<file path="config.mk">
export PLATFORM = sky130hd
export DESIGN_NAME = serial_multi
export DESIGN_NICKNAME = d
export VERILOG_FILES = /design/src/rtl/serial_multi.sv
export SDC_FILE = /design/constraint.sdc
export NUM_CORES = 1
export LEC_CHECK = 0
export ABC_AREA = 1
export CAP_MARGIN = 0
export CORE_AREA = 10 10 85 87
export DETAILED_ROUTE_END_ITERATION = 8
export DIE_AREA = 0 0 95 97
export GPL_TIMING_DRIVEN = 0
export HOLD_SLACK_MARGIN = 0.15
export PLACE_DENSITY = 0.49
export SETUP_SLACK_MARGIN = 0.5
export SLEW_MARGIN = 20
export SYNTH_ARGS = -nofsm -noshare
export SYNTH_HDL_FRONTEND = slang
export SYNTH_SLANG_ARGS = --single-unit
</file>
<file path="constraint.sdc">
create_clock -name in_clk -period 2 [get_ports in_clk]
set_input_delay 0.6 -clock in_clk [delete_from_list [all_inputs] [get_ports in_clk]]
set_output_delay 0.6 -clock in_clk [all_outputs]
set_load 0.02 [all_outputs]
</file>
<file path="src/rtl/serial_multi.sv">
// SPI-style serial master: shifts BITS-wide words out on out_serial while assembling the
// word arriving on in_serial, with configurable clock polarity/phase, bit order and chip select.
module serial_multi #(
    parameter int BITS          = 8,
    parameter int LOWBIT_FIRST  = 0,
    parameter int MAIN_CLK_HZ   = 50_000_000,
    parameter int SERIAL_CLK_HZ = 10_000_000,
    parameter int CPOL          = 1,
    parameter int CPHA          = 0,
    parameter int NUM_CS        = 1,
    parameter int CS_ACTIVE     = 0,
    localparam int CSW          = (NUM_CS > 1) ? $clog2(NUM_CS) : 1
) (
    input  logic              in_clk,
    input  logic              in_rst,
    input  logic              in_enable,
    input  logic [CSW-1:0]    in_cs_sel,
    input  logic [BITS-1:0]   in_parallel,
    input  logic              in_serial,
    output logic              out_serial,
    output logic              out_clk,
    output logic [NUM_CS-1:0] out_cs,
    output logic              out_ready,
    output logic              out_next_word,
    output logic [BITS-1:0]   out_parallel,
    output logic              out_word_valid
);

    localparam int HALF = MAIN_CLK_HZ / (2 * SERIAL_CLK_HZ);
    localparam int CNTW = (HALF > 1) ? $clog2(HALF) : 1;
    localparam int HCW  = $clog2(2 * BITS);

    localparam logic [CNTW-1:0]   HALF_LAST   = CNTW'(HALF - 1);
    localparam logic [HCW-1:0]    HC_LAST     = HCW'(2 * BITS - 1);
    localparam logic [HCW-1:0]    SAMPLE_LAST = HCW'((CPHA != 0) ? (2 * BITS - 1) : (2 * BITS - 2));
    localparam logic              CLK_IDLE    = (CPOL != 0);
    localparam logic              CS_ON       = (CS_ACTIVE != 0);
    localparam logic [NUM_CS-1:0] CS_OFF      = {NUM_CS{~CS_ON}};
    localparam logic [CSW:0]      NUM_CS_W    = (CSW + 1)'(NUM_CS);

    typedef enum logic [1:0] {
        ST_IDLE     = 2'd0,
        ST_SETUP    = 2'd1,
        ST_TRANSFER = 2'd2,
        ST_HOLD     = 2'd3
    } state_t;

    state_t             state_r, state_nx;
    logic [CNTW-1:0]    cnt_r;
    logic [HCW-1:0]     hc_r;
    logic [BITS-1:0]    tx_r, rx_r, rx_next_s;
    logic [BITS-1:0]    out_parallel_r;
    logic [NUM_CS-1:0]  out_cs_r;
    logic [CSW-1:0]     sel_s;
    logic               out_serial_r, out_clk_r, out_ready_r, out_next_word_r, out_word_valid_r;
    logic               tick_s, xfer_tick_s, start_s, reload_s, drop_s;
    logic               lead_s, trail_s, sample_s, shift_s, last_s;

    function automatic logic first_bit(input logic [BITS-1:0] w);
        if (LOWBIT_FIRST != 0) first_bit = w[0];
        else                   first_bit = w[BITS-1];
    endfunction

    function automatic logic [BITS-1:0] shift_tx(input logic [BITS-1:0] w);
        if (LOWBIT_FIRST != 0) shift_tx = {1'b0, w[BITS-1:1]};
        else                   shift_tx = {w[BITS-2:0], 1'b0};
    endfunction

    // RX assembly mirrors the TX order so a loopback returns the same word
    function automatic logic [BITS-1:0] rx_in(input logic [BITS-1:0] w, input logic b);
        if (LOWBIT_FIRST != 0) rx_in = {b, w[BITS-1:1]};
        else                   rx_in = {w[BITS-2:0], b};
    endfunction

    function automatic logic [NUM_CS-1:0] cs_vec(input logic [CSW-1:0] idx);
        for (int i = 0; i < NUM_CS; i++) begin
            cs_vec[i] = (CSW'(i) == idx) ? CS_ON : ~CS_ON;
        end
    endfunction

    // State register
    always_ff @(posedge in_clk or negedge in_rst) begin
        if (!in_rst) state_r <= ST_IDLE;
        else         state_r <= state_nx;
    end

    // Next-state logic and transition strobes
    always_comb begin
        tick_s      = (state_r != ST_IDLE) && (cnt_r == HALF_LAST);
        xfer_tick_s = (state_r == ST_TRANSFER) && tick_s;
        start_s     = 1'b0;
        reload_s    = 1'b0;
        drop_s      = 1'b0;
        state_nx    = state_r;
        case (state_r)
            ST_IDLE: begin
                if (in_enable) begin
                    state_nx = ST_SETUP;
                    start_s  = 1'b1;
                end else begin
                    state_nx = ST_IDLE;
                end
            end
            ST_SETUP: begin
                if (tick_s) state_nx = ST_TRANSFER;
                else        state_nx = ST_SETUP;
            end
            ST_TRANSFER: begin
                if (tick_s && (hc_r == HC_LAST)) state_nx = ST_HOLD;
                else                             state_nx = ST_TRANSFER;
            end
            ST_HOLD: begin
                if (tick_s && in_enable) begin
                    state_nx = ST_TRANSFER;
                    reload_s = 1'b1;
                end else if (tick_s) begin
                    state_nx = ST_IDLE;
                    drop_s   = 1'b1;
                end else begin
                    state_nx = ST_HOLD;
                end
            end
            default: state_nx = ST_IDLE;
        endcase
    end

    // Edge classification: even tick counts are leading edges, odd ones trailing
    always_comb begin
        lead_s  = xfer_tick_s && !hc_r[0];
        trail_s = xfer_tick_s && hc_r[0];
        if (CPHA != 0) begin
            sample_s = trail_s;
            shift_s  = lead_s;
        end else begin
            sample_s = lead_s;
            shift_s  = trail_s && (hc_r != HC_LAST);
        end
        last_s    = sample_s && (hc_r == SAMPLE_LAST);
        rx_next_s = rx_in(rx_r, in_serial);
        if ({1'b0, in_cs_sel} >= NUM_CS_W) sel_s = {CSW{1'b0}};
        else                               sel_s = in_cs_sel;
    end

    // Half-period counter, restarted whenever the state changes
    always_ff @(posedge in_clk or negedge in_rst) begin
        if (!in_rst) begin
            cnt_r <= {CNTW{1'b0}};
        end else if ((state_nx != state_r) || tick_s || (state_r == ST_IDLE)) begin
            cnt_r <= {CNTW{1'b0}};
        end else begin
            cnt_r <= cnt_r + CNTW'(1);
        end
    end

    // Shift registers, serial clock and registered outputs
    always_ff @(posedge in_clk or negedge in_rst) begin
        if (!in_rst) begin
            hc_r             <= {HCW{1'b0}};
            tx_r             <= {BITS{1'b0}};
            rx_r             <= {BITS{1'b0}};
            out_parallel_r   <= {BITS{1'b0}};
            out_serial_r     <= 1'b0;
            out_clk_r        <= CLK_IDLE;
            out_cs_r         <= CS_OFF;
            out_ready_r      <= 1'b1;
            out_next_word_r  <= 1'b0;
            out_word_valid_r <= 1'b0;
        end else begin
            out_ready_r      <= (state_nx == ST_IDLE);
            out_next_word_r  <= start_s | reload_s;
            out_word_valid_r <= last_s;
            if (start_s)     out_cs_r <= cs_vec(sel_s);
            else if (drop_s) out_cs_r <= CS_OFF;
            if (start_s || reload_s) begin
                hc_r <= {HCW{1'b0}};
                if (CPHA != 0) begin
                    tx_r <= in_parallel;
                end else begin
                    out_serial_r <= first_bit(in_parallel);
                    tx_r         <= shift_tx(in_parallel);
                end
            end else if (xfer_tick_s) begin
                hc_r      <= hc_r + HCW'(1);
                out_clk_r <= ~out_clk_r;
                if (shift_s) begin
                    out_serial_r <= first_bit(tx_r);
                    tx_r         <= shift_tx(tx_r);
                end
            end
            if (sample_s) rx_r <= rx_next_s;
            if (last_s)   out_parallel_r <= rx_next_s;
        end
    end

    assign out_serial     = out_serial_r;
    assign out_clk        = out_clk_r;
    assign out_cs         = out_cs_r;
    assign out_ready      = out_ready_r;
    assign out_next_word  = out_next_word_r;
    assign out_parallel   = out_parallel_r;
    assign out_word_valid = out_word_valid_r;

endmodule

</file>
==> out/metrics.csv, run 1 <==
metric,value,unit
run status,finished clean,
Static Leak,1.059,nW
pin count of the biggest net entering global routing,19,
number of antenna violations at the first check in global routing,0,
# diodes,0,
Die Ht,97,µm
maximum resistive drop on vdd,0.3802,mV
share of the clock period used by the worst path after layout,76.68,%
Final WS setup,0.4664,ns
overall die width,95,µm
global-route usage over all layers,7.871,%
post-synthesis cell area,0.001613,mm²
share of synthesized area spent on multiplexers,0,%
overall die area,0.009215,mm²
Post-Route Skew,0.002714,ns
TritonCTS Buffers,5,
cells taking the most area after synthesis,"dfrtp_1 50%, nand2_1 13%, nand3_1 5.3%, dfstp_2 4.9%, o21ai_2 3.3%",
pre-CTS WS,-0.02843,ns
Pre-antenna DRT Iters,4,
overall routed net length,3300,µm
Top Family by Delay on Critical Path,flip-flops,
critical path launch point type,flop,
main combinational cell family by area after synthesis,simple AND/OR/NAND/NOR gates,
Placeable Area,0.005473,mm²
Syn-to-layout area delta,26.84,%
top-area cell type share of the netlist area,49.65,%
half-perimeter wire length after detailed placement,2409,µm
via count,1220,
Compound-Gate Fraction of Synth Area,7.525,%
areal power density over the cells,1248,mW/mm²
clock-pin slew on the worst setup and hold paths,0.07,ns
number of global-route vias before repair,1221,
gate count after technology mapping,170,
initial core utilization,29.47,%
"Buf+Inv Stages, Crit Path",1,
Fin Hold WS,0.2742,ns
highest clock frequency the design can meet,652.1,MHz
synthesized-area fraction occupied by and/or/nand/nor cells,29.87,%
series of cell instances along the critical path,buf_6,
detailed router's first-iteration violation count,59,
adder and majority gate portion of the synthesized area,1.552,%
number of pins with negative max-slew slack in the final report,0,
worst stage delay on the critical path,0.54,ns
slew at the pin with the worst max-slew slack,0.4865,ns
count of max-cap constraint violations,0,
H-tree depth,2,
Sinks on Clock Net,35,
buffer depth of the longest clock path,2,
leading area contributor after synthesis,dfrtp_1,
Critical-path top delay cell,dfstp_2,
"Distinct cells, synth",29,
sum of negative setup slack,0,ns
net count after synthesis,185,
HP Class,in2async,
total of flip-flops plus latches after synthesis,35,
Rows,27,
"Data arrival, critical path",0.93,ns
maximum fanout encountered on the critical timing path,2,
cell at the root of the clock tree,clkbuf_8,
required time of the worst setup path,1.40,ns
clock insertion delay at the later pin of the skew report,0.28,ns
CP endpoint kind,output port,
Antenna Nets Post-Route,0,
GRT overflow,0,
routability congestion estimate,0.7452,
Synth Area in XOR/XNOR,0.5431,%
Nets,221,
slew margin rel.,67.57,%
clock period minus worst slack,1.534,ns
wire length of the first global-routing pass,5885,µm
Synth Warn #,0,
count of buffers from port buffering,25,
final routed wire length divided by cell count,11.83,µm
via density per instance,4.373,
mean post-synth cell area,9.487,µm²
clock tree from TritonCTS,done,
number of ports placed on the die boundary,27,
type of the setup path with the least slack,reg2out,
proportion of layout cells with a drive suffix above 1,27.54,%
sequential cell area fraction in the yosys report,54.54,%
number of hold violations in the final report,0,
unrepaired setup endpoints after global routing,yes,
DRC,0,
Final setup viols,0,
Fill cells,593,
## state kept, by name, summed over array words and instances, names as in the netlist
name	count
cnt_r	1
hc_r	4
out_clk	1
out_cs	1
out_next_word	1
out_parallel	8
out_ready	1
out_serial	1
out_word_valid	1
rx_r	7
state_r	2
tx_r	7
## metal layers
layer | routed length [µm] | up-vias | share of wire, % | track usage, %
met5 | 0 | - | 0 | 0
met4 | 65 | 0 | 2.0 | 3.432
met3 | 169 | 5 | 5.1 | 3.084
met2 | 1523 | 24 | 46 | 11.82
met1 | 1542 | 574 | 47 | 9.652
li1 | - | 617 | - | -
## area by class of cell
cell class                      count  area [µm²]  area share, %
Timing Repair Buffer               29       239.0          11.68
Sequential cell                    35       880.8          43.06
Clock inverter                      1       5.005         0.2446
Inverter                           15       62.56          3.058
Tap cell                           72       90.09          4.404
Buffer                              3       37.54          1.835
Multi-Input combinational cell    117       654.4          31.99
Clock buffer                        7       76.32          3.731
## cells in the mapped netlist (all sizes together)
cell type / number
and3: 1
clkinv: 2
nand4: 1
inv: 13
a21o: 1
dfstp: 3
a21oi: 2
nand2: 63
buf: 3
o21ai: 15
a31oi: 1
ha: 2
xor2: 1
nor2: 10
dfrtp: 32
nand3: 19
nor3: 1
## timing repair
item / 4_1_cts / 5_1_grt
resized for setup: 64 / 6
setup endpoints to repair: 34 / 14
pin swaps: 0 / 1
setup buffers: 1 / 2
hold buffers: 0 / 0
## power breakdown
part           switching (W)  total, W  internal [W]
sequential          0.000170   0.00110      0.000930
clock               0.000245  0.000489      0.000244
combinational       0.000578  0.000963      0.000385
## path summary, 6_finish.rpt
check / start / to / slack, ns / cells after the start
worst max-delay path: out_clk / out_clk / 0.47 / 1
worst max register to register: hc_r[0] / out_parallel[6] / 0.59 / 7
min in group in_clk: out_parallel[7] / out_parallel[7] / 0.47 / 2
worst min-delay path: in_rst / rx_r[3] / 0.27 / 1
worst min register to register: out_parallel[7] / out_parallel[7] / 0.47 / 2
max in group asynchronous: in_rst / out_ready / 1.19 / 2
## placed cells by master (no fill, tap or decap), drive strengths merged, types with 3 or more instances in the layout
| cell | instances |
|---|---|
| clkdlybuf4s50 | 9 |
| clkinv | 3 |
| dfstp | 3 |
| o21ai | 15 |
| nand2 | 63 |
| nand3 | 19 |
| nor2 | 10 |
| dfrtp | 32 |
| buf | 22 |
| inv | 13 |
| clkbuf | 8 |
## cell families after synthesis
| logic type | Yosys count |
|---|---|
| AOI/OAI and AO/OA | 19 |
| and+or+nand+nor | 95 |
| DFF | 35 |
| adders and majority gates | 2 |
| xor gates and xnor gates | 1 |
| buffers and inverters | 18 |
## stage by stage
| stage | area, µm² | power, W | utilization (%) | instances |
|---|---|---|---|---|
| 3_3_place_gp | 1953 | 0.002034 | 35.69 | 267 |
| 6_report | 2046 | 0.002552 | 37.38 | 279 |
| 2_1_floorplan | 1613 | 0.001763 | - | 170 |
| 3_5_place_dp | 1976 | 0.002045 | 36.10 | 268 |
| 5_1_grt | 2046 | 0.002780 | 37.38 | 279 |
| 4_1_cts | 2013 | 0.002565 | 36.79 | 277 |
Power figures use the tool's default switching activity.
==> run 2: changes to the inputs <==
--- a/config.mk
+++ b/config.mk
@@ -12,7 +12,7 @@
 export DIE_AREA = 0 0 95 97
 export GPL_TIMING_DRIVEN = 0
 export HOLD_SLACK_MARGIN = 0.15
-export PLACE_DENSITY = 0.49
+export PLACE_DENSITY = 0.51
 export SETUP_SLACK_MARGIN = 0.5
 export SLEW_MARGIN = 20
 export SYNTH_ARGS = -nofsm -noshare
==> constraint.sdc (replaced) <==
create_clock -name in_clk -period 1.35 [get_ports in_clk]
set_input_delay 0.405 -clock in_clk [delete_from_list [all_inputs] [get_ports in_clk]]
set_output_delay 0.405 -clock in_clk [all_outputs]
set_load 0.02 [all_outputs]
==> run 2 against run 1 <==
The run now ends with negative hold slack, negative setup slack left. Sequential power is 49% higher. First-iteration DRC count decreased by 34%. Global-route usage rose by 2.1 points. Clock skew grew 0.0029 ns. Cell count increased by 15%. Routed wire length is 33% higher. Die area is the same. Largest cell class is now multi-input combinational cells. Worst setup slack worse by 0.49 ns. Core utilization grew 14 points. Non-clock buffer count rose by 41.
==> out/metrics.csv, run 2 (same netlist as run 1, synthesis figures left out) <==
metric,value,unit,change
# diodes,0,,unchanged
critical path launch point type,flop,,unchanged
unrepaired setup endpoints after global routing,yes,,unchanged
clock tree from TritonCTS,done,,unchanged
Static Leak,1.367,nW,was 1.059 nW
number of hold violations in the final report,9,,was 0
Clk network pwr share,17.1,%,was 19.2%
switching power as a share of total power,38.03,%,was 38.90%
power share of the combinational group,52.6,%,was 37.7%
Final setup viols,6,,was 0
TritonCTS Buffers,5,,unchanged
maximum resistive drop on vdd,0.7749,mV,was 0.3802 mV
Tot Pwr,0.005426,W,was 0.002552 W
buffer depth of the longest clock path,2,,unchanged
final routed wire length divided by cell count,13.64,µm,was 11.83 µm
design area,0.002823,mm²,was 0.002046 mm²
half-perimeter wire length after detailed placement,2429,µm,was 2409 µm
DRC,0,,unchanged
Die Ht,97,µm,unchanged
failing checks,"negative hold slack, negative setup slack",,
Routed met2 length,2288,µm,was 1523 µm
Final WS setup,-0.02346,ns,was 0.4664 ns
clock-pin slew on the worst setup and hold paths,0.07,ns,about the same
Post-Route Skew,0.005654,ns,was 0.002714 ns
placement-stage cell area,0.002009,mm²,was 0.001976 mm²
H-tree depth,2,,unchanged
Sinks on Clock Net,35,,unchanged
detailed router's first-iteration violation count,39,,was 59
"most common cell after layout, fill and taps aside",nand2_1,,unchanged
routability congestion estimate,0.7414,,was 0.7452
count of max-cap constraint violations,0,,unchanged
share of the clock period used by the worst path after layout,101.7,%,
slew at the pin with the worst max-slew slack,0.2990,ns,was 0.4865 ns
clock insertion delay at the later pin of the skew report,0.29,ns,was 0.28 ns
run status,"complete, but fails checks",,was finished clean
Syn-to-layout area delta,75.02,%,was 26.84%
Rows,27,,unchanged
number of ports placed on the die boundary,27,,unchanged
count of buffers from port buffering,25,,unchanged
Top Family by Delay on Critical Path,buffers and inverters,,was flip-flops
Pre-antenna DRT Iters,4,,unchanged
routed metal-1 wirelength,1827,µm,was 1542 µm
highest clock frequency the design can meet,728.1,MHz,
CP endpoint kind,flop,,was output port
via count,1413,,was 1220
most used cells in the layout excluding fill and tap cells,"36 x nand2_1, 31 x buf_6, 30 x dfrtp_1",,"was 54 x nand2_1, 31 x dfrtp_1, 17 x nand3_1"
slew margin rel.,80.07,%,was 67.57%
top layer used by detailed routing,met4,,unchanged
maximum fanout encountered on the critical timing path,5,,was 2
Antenna Nets Post-Route,0,,unchanged
required time of the worst setup path,1.53,ns,was 1.40 ns
pin count of the biggest net entering global routing,27,,was 19
global-route usage over all layers,10.00,%,was 7.871%
wire length of the first global-routing pass,7307,µm,was 5885 µm
Fin Hold WS,-0.02297,ns,was 0.2742 ns
proportion of layout cells with a drive suffix above 1,58.23,%,was 27.54%
HP Class,in2async,,unchanged
Placeable Area,0.005473,mm²,unchanged
initial core utilization,29.47,%,unchanged
cell at the root of the clock tree,clkbuf_8,,unchanged
total length of routed met3 wires,191,µm,was 169 µm
sum of negative setup slack,-0.1215,ns,was 0 ns
number of antenna violations at the first check in global routing,0,,unchanged
clock period minus worst slack,1.373,ns,
overall routed net length,4377,µm,was 3300 µm
internal power summed over all cells,0.003363,W,was 0.001560 W
series of cell instances along the critical path,"buf_6, nor2_4, nand2_4, nand2_8, inv_8, buf_12, buf_8, nand3_2, nand2_1",,was buf_6
"Buf+Inv Stages, Crit Path",4,,was 1
launching instance or port of the critical path,state_r[1],,was out_clk
number of flip-flops in the largest register,8,,unchanged
number of global-route vias before repair,1476,,was 1221
startpoint of the lowest-slack register-to-register path,state_r[1],,was hc_r[0]
GRT overflow,0,,unchanged
power spent charging and discharging nets,0.002063,W,was 0.0009928 W
type of the setup path with the least slack,reg2reg,,was reg2out
number of pins with negative max-slew slack in the final report,0,,unchanged
worst stage delay on the critical path,0.42,ns,was 0.54 ns
areal power density over the cells,1922,mW/mm²,was 1248 mW/mm²
Nets,263,,was 221
sequential share of power,30.3,%,was 43.1%
overall die width,95,µm,unchanged
Critical-path top delay cell,dfrtp_1,,was dfstp_2
via density per instance,4.402,,was 4.373
overall die area,0.009215,mm²,unchanged
"Data arrival, critical path",1.55,ns,was 0.93 ns
==> run 2: cell count changes in the layout (fill, tap and decap cells not counted), sizes merged <==
cell / previous run / this run
nand3: 19 / 20
clkbuf: 8 / 7
bufinv: 0 / 1
dlygate4sd2: 0 / 1
buf: 22 / 63
clkinv: 3 / 2
==> run 2: power by group through the flow <==
stage / clock (W) / sequential [W] / combinational [W]
finish: 0.000926 / 0.00164 / 0.00285
global route: 0.00101 / 0.00169 / 0.00311
CTS: 0.000961 / 0.00163 / 0.00253
detailed placement: 0 / 0.00164 / 0.00151
global placement: 0 / 0.00164 / 0.00149
floorplan: 0 / 0.00168 / 0.00105
==> run 2: per-layer routing <==
layer / GRT usage (%) / up-vias
li1: - / 704
met1: 11.76 / 684
met2: 16.33 / 18
met3: 3.238 / 7
met4: 3.776 / 0
met5: 0 / -
==> run 2: worst paths after layout <==
kind	end	slack, ns	cells after the start
max in group asynchronous	out_cs	0.87	2
min reg2reg	rx_r[4]	0.50	2
min	out_parallel[1]	-0.02	1
max reg2reg	tx_r[7]	-0.02	9
max	tx_r[7]	-0.02	9
min in group in_clk	rx_r[4]	0.50	2
==> run 2: worst register-to-register path, stage by stage (launching register included) <==
cell and delay [ns]:
dfrtp_1 0.42, buf_6 0.14, nor2_4 0.13, nand2_4 0.09, nand2_8 0.10, inv_8 0.05
buf_12 0.12, buf_8 0.12, nand3_2 0.05, nand2_1 0.05
==> run 2: layout make-up <==
class	instances	area [µm²]
inverters	15	77.57
plain buffers	3	46.29
repair buffers	70	724.4
clock buffers	7	76.32
multi-input cells	118	895.9
fillers	520	2650
clock inverters	1	30.03
well taps	72	90.09
flip-flops and latches	35	882.1
==> run 2: through the flow <==
| stage | utilization (%) | std cells | worst slack, ns |
|---|---|---|---|
| detailed placement | 36.72 | 268 | -0.4398 |
| global route | 51.58 | 321 | -0.1154 |
| global placement | 36.44 | 267 | -1.151 |
| CTS | 48.56 | 307 | -0.003613 |
| finish | 51.58 | 321 | -0.02346 |
| floorplan | - | 170 | 0.09452 |
==> run 2: timing repair <==
item                       CTS  global route
hold endpoints to repair     9             9
setup endpoints to repair   48            49
setup buffers               27            14
gates resized for setup    149            17
pin swaps                   25            10
cloned                       4             0
==> run 3: changes to the inputs <==
--- a/config.mk
+++ b/config.mk
@@ -12,8 +12,9 @@
 export DIE_AREA = 0 0 95 97
 export GPL_TIMING_DRIVEN = 0
 export HOLD_SLACK_MARGIN = 0.15
-export PLACE_DENSITY = 0.51
+export PLACE_DENSITY = 0.49
 export SETUP_SLACK_MARGIN = 0.5
+export SKIP_CTS_REPAIR_TIMING = 1
 export SLEW_MARGIN = 20
 export SYNTH_ARGS = -nofsm -noshare
 export SYNTH_HDL_FRONTEND = slang
==> constraint.sdc (replaced) <==
create_clock -name in_clk -period 1.75 [get_ports in_clk]
set_input_delay 0.525 -clock in_clk [delete_from_list [all_inputs] [get_ports in_clk]]
set_output_delay 0.525 -clock in_clk [all_outputs]
set_load 0.02 [all_outputs]
==> run 3 against run 2 <==
The flow now finishes without violations. Die area is the same. Critical path depth shrank 8. Sequential power shrank 23%. Sequential share of layout area rose by 2.3 points. Total power shrank 31%. Routed wire length is 6.7% lower. Worst hold slack improved by 0.16 ns. Count of clock-buffer cells in the layout increased by 1. Clock power down 29%. Critical endpoint is now out_clk.
==> out/metrics.csv, run 3 (same netlist as run 1, synthesis figures left out) <==
metric,value,unit,change
cell at the root of the clock tree,clkbuf_8,,unchanged
via count,1364,,was 1413
Nets,246,,was 263
detailed router's first-iteration violation count,27,,was 39
number of flip-flops in the largest register,8,,unchanged
"most common cell after layout, fill and taps aside",nand2_1,,unchanged
number of cells after detailed placement,268,,unchanged
internal power summed over all cells,0.002285,W,was 0.003363 W
startpoint of the lowest-slack register-to-register path,state_r[1],,unchanged
Final WS setup,0.2791,ns,was -0.02346 ns
number of pins with negative max-slew slack in the final report,0,,unchanged
clock insertion delay at the later pin of the skew report,0.29,ns,about the same
GRT met1 Usage,9.541,%,was 11.76%
GRT overflow,0,,unchanged
sequential share of power,33.9,%,was 30.3%
number of antenna violations at the first check in global routing,0,,unchanged
number of ports placed on the die boundary,27,,unchanged
sum of negative setup slack,0,ns,was -0.1215 ns
DRC,0,,unchanged
overall die area,0.009215,mm²,unchanged
"Data arrival, critical path",0.95,ns,was 1.55 ns
Final setup viols,0,,was 6
global-route usage over all layers,8.143,%,was 10.00%
peak-usage layer in the global routing report,met2,,unchanged
number of non-filler instances in the completed layout,304,,was 321
power share of the combinational group,48.6,%,was 52.6%
pin count of the biggest net entering global routing,23,,was 27
initial core utilization,29.47,%,unchanged
routability congestion estimate,0.7543,,was 0.7414
share of the clock period used by the worst path after layout,84.05,%,
unrepaired setup endpoints after global routing,yes,,unchanged
Syn-to-layout area delta,63.15,%,was 75.02%
areal power density over the cells,1424,mW/mm²,was 1922 mW/mm²
Placeable Area,0.005473,mm²,unchanged
most used cells in the layout excluding fill and tap cells,"32 x nand2_1, 29 x dfrtp_1, 20 x buf_6",,"was 36 x nand2_1, 31 x buf_6, 30 x dfrtp_1"
buffer depth of the longest clock path,2,,unchanged
CP endpoint kind,output port,,was flop
Static Leak,1.294,nW,was 1.367 nW
overall routed net length,4083,µm,was 4377 µm
Top Family by Delay on Critical Path,flip-flops,,was buffers and inverters
Critical-path top delay cell,dfstp_2,,was dfrtp_1
highest clock frequency the design can meet,679.8,MHz,
number of global-route vias before repair,1253,,was 1476
Die Ht,97,µm,unchanged
reg2reg end,tx_r[1],,was tx_r[7]
maximum resistive drop on vdd,0.6588,mV,was 0.7749 mV
TritonCTS Buffers,5,,unchanged
proportion of layout cells with a drive suffix above 1,50.86,%,was 58.23%
clock tree from TritonCTS,done,,unchanged
Worst Reg-to-Reg Cells,9,,unchanged
wire length of the first global-routing pass,6016,µm,was 7307 µm
maximum fanout encountered on the critical timing path,2,,was 5
worst stage delay on the critical path,0.54,ns,was 0.42 ns
clock-pin slew on the worst setup and hold paths,0.07,ns,about the same
Rows,27,,unchanged
count of buffers from port buffering,25,,unchanged
series of cell instances along the critical path,buf_6,,"was buf_6, nor2_4, nand2_4, nand2_8, inv_8, buf_12, buf_8, nand3_2, nand2_1"
power spent charging and discharging nets,0.001463,W,was 0.002063 W
slew margin rel.,74.31,%,was 80.07%
slew at the pin with the worst max-slew slack,0.3853,ns,was 0.2990 ns
via density per instance,4.487,,was 4.402
final routed wire length divided by cell count,13.43,µm,was 13.64 µm
switching power as a share of total power,39.03,%,was 38.03%
Clk network pwr share,17.5,%,was 17.1%
count of max-cap constraint violations,0,,unchanged
Pre-antenna DRT Iters,4,,unchanged
Antenna Nets Post-Route,0,,unchanged
run status,finished clean,,"was complete, but fails checks"
overall die width,95,µm,unchanged
clock period minus worst slack,1.471,ns,
met2 GRT Util,12.39,%,was 16.33%
half-perimeter wire length after detailed placement,2456,µm,was 2429 µm
required time of the worst setup path,1.22,ns,was 1.53 ns
"Buf+Inv Stages, Crit Path",1,,was 4
Worst R2R Setup Slack,0.37,ns,was -0.02 ns
# diodes,0,,unchanged
met3 global-route usage,4.009,%,was 3.238%
Fill cells,515,,was 520
number of hold violations in the final report,0,,was 9
critical path launch point type,flop,,unchanged
Post-Route Skew,0.008014,ns,was 0.005654 ns
Sinks on Clock Net,35,,unchanged
HP Class,in2async,,unchanged
type of the setup path with the least slack,reg2out,,was reg2reg
pre-CTS WS,-0.2215,ns,was -0.4398 ns
Tot Pwr,0.003747,W,was 0.005426 W
H-tree depth,2,,unchanged
[run 3: cell count changes in the layout (fill, tap and decap cells not counted), moves of 3 or more]
cell / change
inv_4: -3
nand2_1: -4
buf_6: -11
nand3_1: +3
o21ai_2: -6
buf_4: -9
o21ai_0: +3
o21ai_1: +4
[run 3: power by group through the flow]
stage	registers (W)	clock network, W	logic (W)
floorplan	0.00129	0	0.000733
global placement	0.00126	0	0.00107
detailed placement	0.00126	0	0.00109
CTS	0.00125	0.000670	0.00109
global route	0.00130	0.000711	0.00199
finish	0.00127	0.000656	0.00182
[run 3: per-layer routing]
metal	part of all wire, %	wire length (µm)
met5	0	0
met4	1.4	58
met3	7.2	295
met2	50	2034
met1	42	1695
[run 3: stage by stage]
| step | area (µm²) | util, % | hold WS (ns) |
|---|---|---|---|
| after floorplan | 1623 | - | 0.2294 |
| after global placement | 1963 | 35.87 | 0.4682 |
| after detailed placement | 1986 | 36.28 | 0.4665 |
| after CTS | 2086 | 38.11 | 0.1558 |
| after global routing | 2631 | 48.08 | 0.1537 |
| final | 2631 | 48.08 | 0.1399 |
[run 3: worst max-delay path by stage]
stage / startpoint / end / slack (ns) / cells after the start
finish: out_clk / out_clk / 0.28 / 1
global route: out_cs / out_cs / 0.25 / 1
CTS: out_clk / out_clk / -0.22 / 1
detailed placement: in_enable / tx_r[5] / -0.22 / 9
global placement: in_rst / hc_r[0] / -0.91 / 1
floorplan: hc_r[0] / out_parallel[6] / 0.49 / 7
[run 3: final cells by class]
| class | instances | area (µm²) | area share, % |
|---|---|---|---|
| Buffer | 3 | 41.29 | 1.569 |
| Multi-Input combinational cell | 119 | 868.3 | 33.00 |
| Inverter | 15 | 68.82 | 2.615 |
| Clock buffer | 8 | 100.1 | 3.804 |
| Sequential cell | 35 | 883.3 | 33.57 |
| Timing Repair Buffer | 52 | 579.3 | 22.02 |
| Tap cell | 72 | 90.09 | 3.424 |
